===== src/rtl/pc_target_lut.sv =====
// rtl/pc_target_lut.sv - programmable branch/jump target lookup table with registered read
// 256 x D flop table indexed by an 8-bit tag; one-cycle read latency, write-first on tag collision.
module pc_target_lut #(
  parameter int D  = 12,
  parameter int TW = 8
) (
  input  logic          clk,
  input  logic          rst_n,
  input  logic          rd_en,
  input  logic [TW-1:0] tag,
  output logic [D-1:0]  target,
  output logic          target_valid,
  input  logic          wr_en,
  input  logic [TW-1:0] wr_tag,
  input  logic [D-1:0]  wr_data
);

  localparam int DEPTH = 2 ** TW;

  logic [D-1:0] r_mem [DEPTH];
  logic [D-1:0] r_target;
  logic         r_target_valid;

  logic         w_bypass;
  logic [D-1:0] w_rd_data;

  // wr_en gates the compare so an idle write port never perturbs reads
  assign w_bypass  = wr_en && (wr_tag == tag);
  assign w_rd_data = w_bypass ? wr_data : r_mem[tag];

  always_ff @(posedge clk) begin
    if (!rst_n) begin
      for (int i = 0; i < DEPTH; i++) begin
        r_mem[i] <= D'(i);
      end
      r_target       <= '0;
      r_target_valid <= 1'b0;
    end else begin
      if (wr_en) begin
        r_mem[wr_tag] <= wr_data;
      end
      r_target_valid <= rd_en;
      if (rd_en) begin
        r_target <= w_rd_data;
      end
    end
  end

  assign target       = r_target;
  assign target_valid = r_target_valid;

endmodule


===== config.mk =====
export PLATFORM = sky130hd
export DESIGN_NAME = pc_target_lut
export DESIGN_NICKNAME = d
export VERILOG_FILES = /design/src/rtl/pc_target_lut.sv
export SDC_FILE = /design/constraint.sdc
export NUM_CORES = 2
export LEC_CHECK = 0
export CORE_MARGIN = 4
export CORE_UTILIZATION = 40
export DETAILED_ROUTE_END_ITERATION = 6
export PLACE_DENSITY_LB_ADDON = 0.15
export SLEW_MARGIN = 20
export SYNTH_ARGS = -nofsm -noshare
export SYNTH_HDL_FRONTEND = slang
export SYNTH_SLANG_ARGS = --single-unit

===== constraint.sdc =====
create_clock -name clk -period 4.1 [get_ports clk]
set_input_delay 0.82 -clock clk [delete_from_list [all_inputs] [get_ports clk]]
set_output_delay 0.82 -clock clk [all_outputs]
set_load 0.03 [all_outputs]

=== After elaboration in Yosys (flattened, before gate mapping) ===
Memory sizes are Yosys's and may differ from the RTL's. A register that Yosys moved wholly into a read port is not among the register bits.
Index checks and enable logic that the tools add are counted.
Widths: inputs -> output; s select.

* Reductions and logical operators: 2
* Multiplexer cells: 7

{| class="wikitable"
|+ Operators with widths
! operator !! count
|-
| $mux 12 || 1
|-
| $reduce_or 12->1 || 1
|-
| $mux 8 || 1
|-
| $mux 1 || 5
|-
| $logic_not 1->1 || 1
|}

* Bits in writable memories: 3,072
* Register bits: 1
* Memories kept: 1
* Output and inout bits: 13
* Input port bits: 32

{| class="wikitable"
|+ Memories
! name !! words !! bits a word !! rd ports !! clocked after memory_dff !! write ports !! line !! text
|-
| r_mem || 256 || 12 || 1 || 1 || 256 || 20 || <nowiki>logic [D-1:0] r_mem [DEPTH];</nowiki>
|}

=== Depth between registers and ports, before layout ===
* Word-level depth: 5
* Gate-level depth with buffers: 14

=== Worst setup path before layout ===
No wires, ideal clock.

* Path type: input -> register
* From: input wr_tag[2]
* To: memory r_mem[108][0], enable pin
* Stages: 7
* Setup slack: 0.523 ns
* Required time: 3.702 ns
* Data arrival time: 3.179 ns
* Library setup time: 0.398 ns
* Cell sequence: clkbuf_1 > nand2_1 > nor3_1 > nand2_1 > clkbuf_1 > clkbuf_1 > o21ai_0

{| class="wikitable"
|+ RTL lines
! element !! line !! text
|-
| start: declaration || 14 || <nowiki>input logic [TW-1:0] wr_tag,</nowiki>
|-
| end: declaration || 20 ||
|}

==> results.md <==
* Outcome: complete, no violations
* CP startpoint kind: primary input
* Finish-stage setup viols at 0
* Area Overhead vs Synth at 15.4%
* Post-Syn Area per Cell at 14.9 um2
* DR vias/cell at 5.92
* Worst setup path start: wr_tag[5]
* Syn. warnings at 0
* Critical path arrival at 4.59 ns
* Final antenna-violating net count at 0
* Highest clock rate at 268 MHz
* Final Cell Area at 165000 um2
* GRT Util Overall at 26.8%
* Synth async-reset ratio at 0%
* R2r setup slk at 1.16 ns
* WL/cell at 33.3 um
* Final Wtd Congestion at 0.946
* Post-DP Area at 154000 um2
* EDFF count, synth at 3072
* Critical Path Sink Type: flip-flop
* Final-stage net count at 9971
* Fin cells at 14991
* Starting density of the core at 40.2%
* Core region area at 356000 um2
* Setup crit end: target[8]$_SDFFE_PN0P_
* #FFs+latches synth at 3085
* Detailed Routing Iterations Pass 1 at 7
* Setup Fix Bufs, Post-CTS at 0
* Max-slew violations at 0
* Placed Instances at 14337
* # DRC at 0
* Worst-Skew Late Latency at 0.97 ns
* Fin worst setup slack at 0.362 ns
* Crit-path max FO at 3
* Critical Path Most Common Cell: buf_4
* Clk_skew at 0.0566 ns
* Total wire length at 499000 um
* Critical path required time at 4.95 ns
* Die X at 606 um
* Row Count at 219
* Synthesized Nets at 9601
* CTS resizes at 0
* PwrDens at 449 nW/um2
* First-pass GRT wire length at 701000 um
* Critical path class: primary input to flip-flop
* Port-buffer cells at 44
* DIE AREA at 367000 um2
* Clock sink count at 3085
* Worst slew pin tran at 1.07 ns
* FF-to-FF path depth at 8
* Final Cycle Share at 91.2%
* Worst-path clk slew at 0.06 ns
* Syn Inst Count at 9569
* Post-synthesis sequential area ratio at 64.7%
* Leakage at 56.0 nW
* Die Y-Extent at 606 um
* Critical-path top delay cell: or3_2
* Clk root buf: clkbuf_16
* Worst path max stage delay at 0.73 ns
* Crit-path cells: clkdlybuf4s50_1 -> xnor2_1 -> nand4_1 -> or3_2 -> nor2_1 -> buf_4 -> or4b_2 -> nor4_1 -> buf_4 -> a221o_1
* Unrepaired setup endpoints after global routing: no
* Post-Syn Area at 143000 um2
* DP HPWL at 331000 um
* Max-cap violations at 0
* # hold bufs at CTS at 0
* Final hold vios at 0
* Post-synthesis cell type count at 70
* Ports at 45
* Main synth FF type: edfxtp_1
* Tmin final at 3.74 ns
* Tightest Hold Check Type: primary input to flip-flop
* TritonCTS Buffers at 351
* DR iter-0 viols at 11766
* Sum Neg Setup Slack at 0 ns
* TritonCTS clock tree: done
* Vias in the first global route at 88747
* Worst R2R Start: r_mem[215][10]$_SDFFCE_PN0P_
* Largest net degree at the start of global routing at 111
* H-tree levels at 5
* Share of cells above drive strength 1 at 22.2%
* Initial antenna violation count at 52
* Grt total ovfl at 0
* Place WS at -0.477 ns
* Deepest clock path buffer count at 4
* Worst vdd ir at 346 uV
* R2R Path End: target[10]$_SDFFE_PN0P_
* Via Count at 88815
* Slew headroom at 28.8%
## worst min path at each step
stage,startpoint,end,slack [ns],depth (start not counted)
after floorplan,target[2]$_SDFFE_PN0P_,target[2]$_SDFFE_PN0P_,0.61,2
after global placement,target[2]$_SDFFE_PN0P_,target[2]$_SDFFE_PN0P_,0.71,2
after detailed placement,target[2]$_SDFFE_PN0P_,target[2]$_SDFFE_PN0P_,0.71,2
after CTS,rst_n,target_valid$_SDFF_PN0_,0.35,4
after global routing,rst_n,target_valid$_SDFF_PN0_,0.40,4
final,rst_n,target_valid$_SDFF_PN0_,0.41,4
## where the power goes
group / total, mW / internal, mW / switching [mW]
combinational: 6.61 / 2.36 / 4.25
clock: 30.8 / 17.6 / 13.2
sequential: 36.7 / 36.2 / 0.512
## kinds of logic after synthesis
family	Yosys count	synth area share (%)
compound gates	680	2.97
xor+xnor	8	0.0490
buf+inv	1007	3.21
flops	3085	64.7
mux	998	13.4
simple gates	3791	15.7
## critical path: cells and delay by family
kind / cells / cell delay, ns
xor+xnor: 1 / 0.65
buf+inv: 3 / 1.06
compound gates: 1 / 0.26
simple gates: 5 / 1.79
## through the flow
stage / hold WS [ns] / total power, mW / util, %
after global routing: 0.401 / 76.1 / 46.4
after detailed placement: 0.706 / 43.9 / 43.3
after global placement: 0.711 / 43.8 / 43.3
after CTS: 0.347 / 74.5 / 46.4
after floorplan: 0.609 / 40.4 / -
final: 0.406 / 74.1 / 46.4
## Yosys cell counts, types with 4 or more instances
cell | number | area share (%)
nor2_1 | 315 | 0.83
o21ai_0 | 309 | 1.1
or2_2 | 6 | 0.026
nand2_1 | 168 | 0.44
a21oi_1 | 64 | 0.22
and2_1 | 1937 | 8.5
or3_1 | 1030 | 4.5
buf_8 | 6 | 0.063
nand2b_1 | 15 | 0.066
nor2b_1 | 34 | 0.15
buf_6 | 57 | 0.45
o2111ai_1 | 8 | 0.049
dfxtp_1 | 13 | 0.18
a2111oi_0 | 15 | 0.092
buf_2 | 84 | 0.29
inv_1 | 6 | 0.016
mux2_2 | 19 | 0.15
o221ai_1 | 68 | 0.42
nand4_1 | 16 | 0.070
a211oi_1 | 21 | 0.11
and3_1 | 139 | 0.61
mux4_2 | 722 | 11
buf_1 | 28 | 0.073
a211o_1 | 7 | 0.043
clkbuf_1 | 778 | 2.0
xnor2_1 | 8 | 0.049
o22a_1 | 5 | 0.031
o211ai_1 | 10 | 0.052
nand3_1 | 48 | 0.17
nor4_1 | 21 | 0.092
mux2i_1 | 250 | 1.7
a311oi_1 | 7 | 0.043
a22oi_1 | 43 | 0.23
o22ai_1 | 74 | 0.32
buf_4 | 43 | 0.23
nor3_1 | 47 | 0.16
mux4_1 | 7 | 0.13
edfxtp_1 | 3072 | 65
nand4b_1 | 4 | 0.024
a31oi_1 | 14 | 0.061
## sequential cells by signal, summed over array words and instances, names as in the netlist
name	cells
r_mem	3072
target	12
target_valid	1
## final cells by class
| class | instances | area, um2 |
|---|---|---|
| Antenna cell | 21 | 52.6 |
| Clock buffer | 434 | 9270 |
| Clock inverter | 199 | 1700 |
| Fill cell | 30974 | 191000 |
| Inverter | 8 | 40.0 |
| Multi-Input combinational cell | 5477 | 46200 |
| Sequential cell | 3085 | 92500 |
| Tap cell | 4751 | 5940 |
| Timing Repair Buffer | 1016 | 9410 |
## per-layer routing
| layer | global-route usage [%] | vias to the layer above | wire length (um) |
|---|---|---|---|
| met5 | 0 | - | 100 |
| met4 | 10.9 | 14 | 23300 |
| met3 | 4.39 | 845 | 39800 |
| met2 | 42.3 | 4134 | 233000 |
| met1 | 37.1 | 46660 | 203000 |
| li1 | - | 37162 | - |
## cell usage in the layout (no fill, tap or decap), types with 18 or more instances in the layout
| cell type | synthesis | final |
|---|---|---|
| bufinv_16 | 0 | 24 |
| a21oi_1 | 64 | 64 |
| o21ai_0 | 309 | 52 |
| or3_1 | 1030 | 1029 |
| clkbuf_16 | 0 | 359 |
| nor3_1 | 47 | 46 |
| a22oi_1 | 43 | 43 |
| and2_1 | 1937 | 1936 |
| clkdlybuf4s50_1 | 0 | 24 |
| mux2i_1 | 250 | 250 |
| edfxtp_1 | 3072 | 3072 |
| diode_2 | 0 | 21 |
| a211oi_1 | 21 | 21 |
| nor2b_1 | 34 | 34 |
| nand2_4 | 0 | 18 |
| o21ai_1 | 1 | 258 |
| mux2_2 | 19 | 19 |
| mux4_2 | 722 | 722 |
| o221ai_1 | 68 | 68 |
| buf_12 | 3 | 127 |
| clkbuf_1 | 778 | 75 |
| nand3_1 | 48 | 41 |
| nand2_1 | 168 | 143 |
| nor4_1 | 21 | 20 |
| nor2_1 | 315 | 315 |
| buf_4 | 43 | 846 |
| clkinv_1 | 0 | 79 |
| o22ai_1 | 74 | 74 |
| clkinv_2 | 0 | 70 |
| and3_1 | 139 | 138 |
Power figures use the tool's default switching activity.
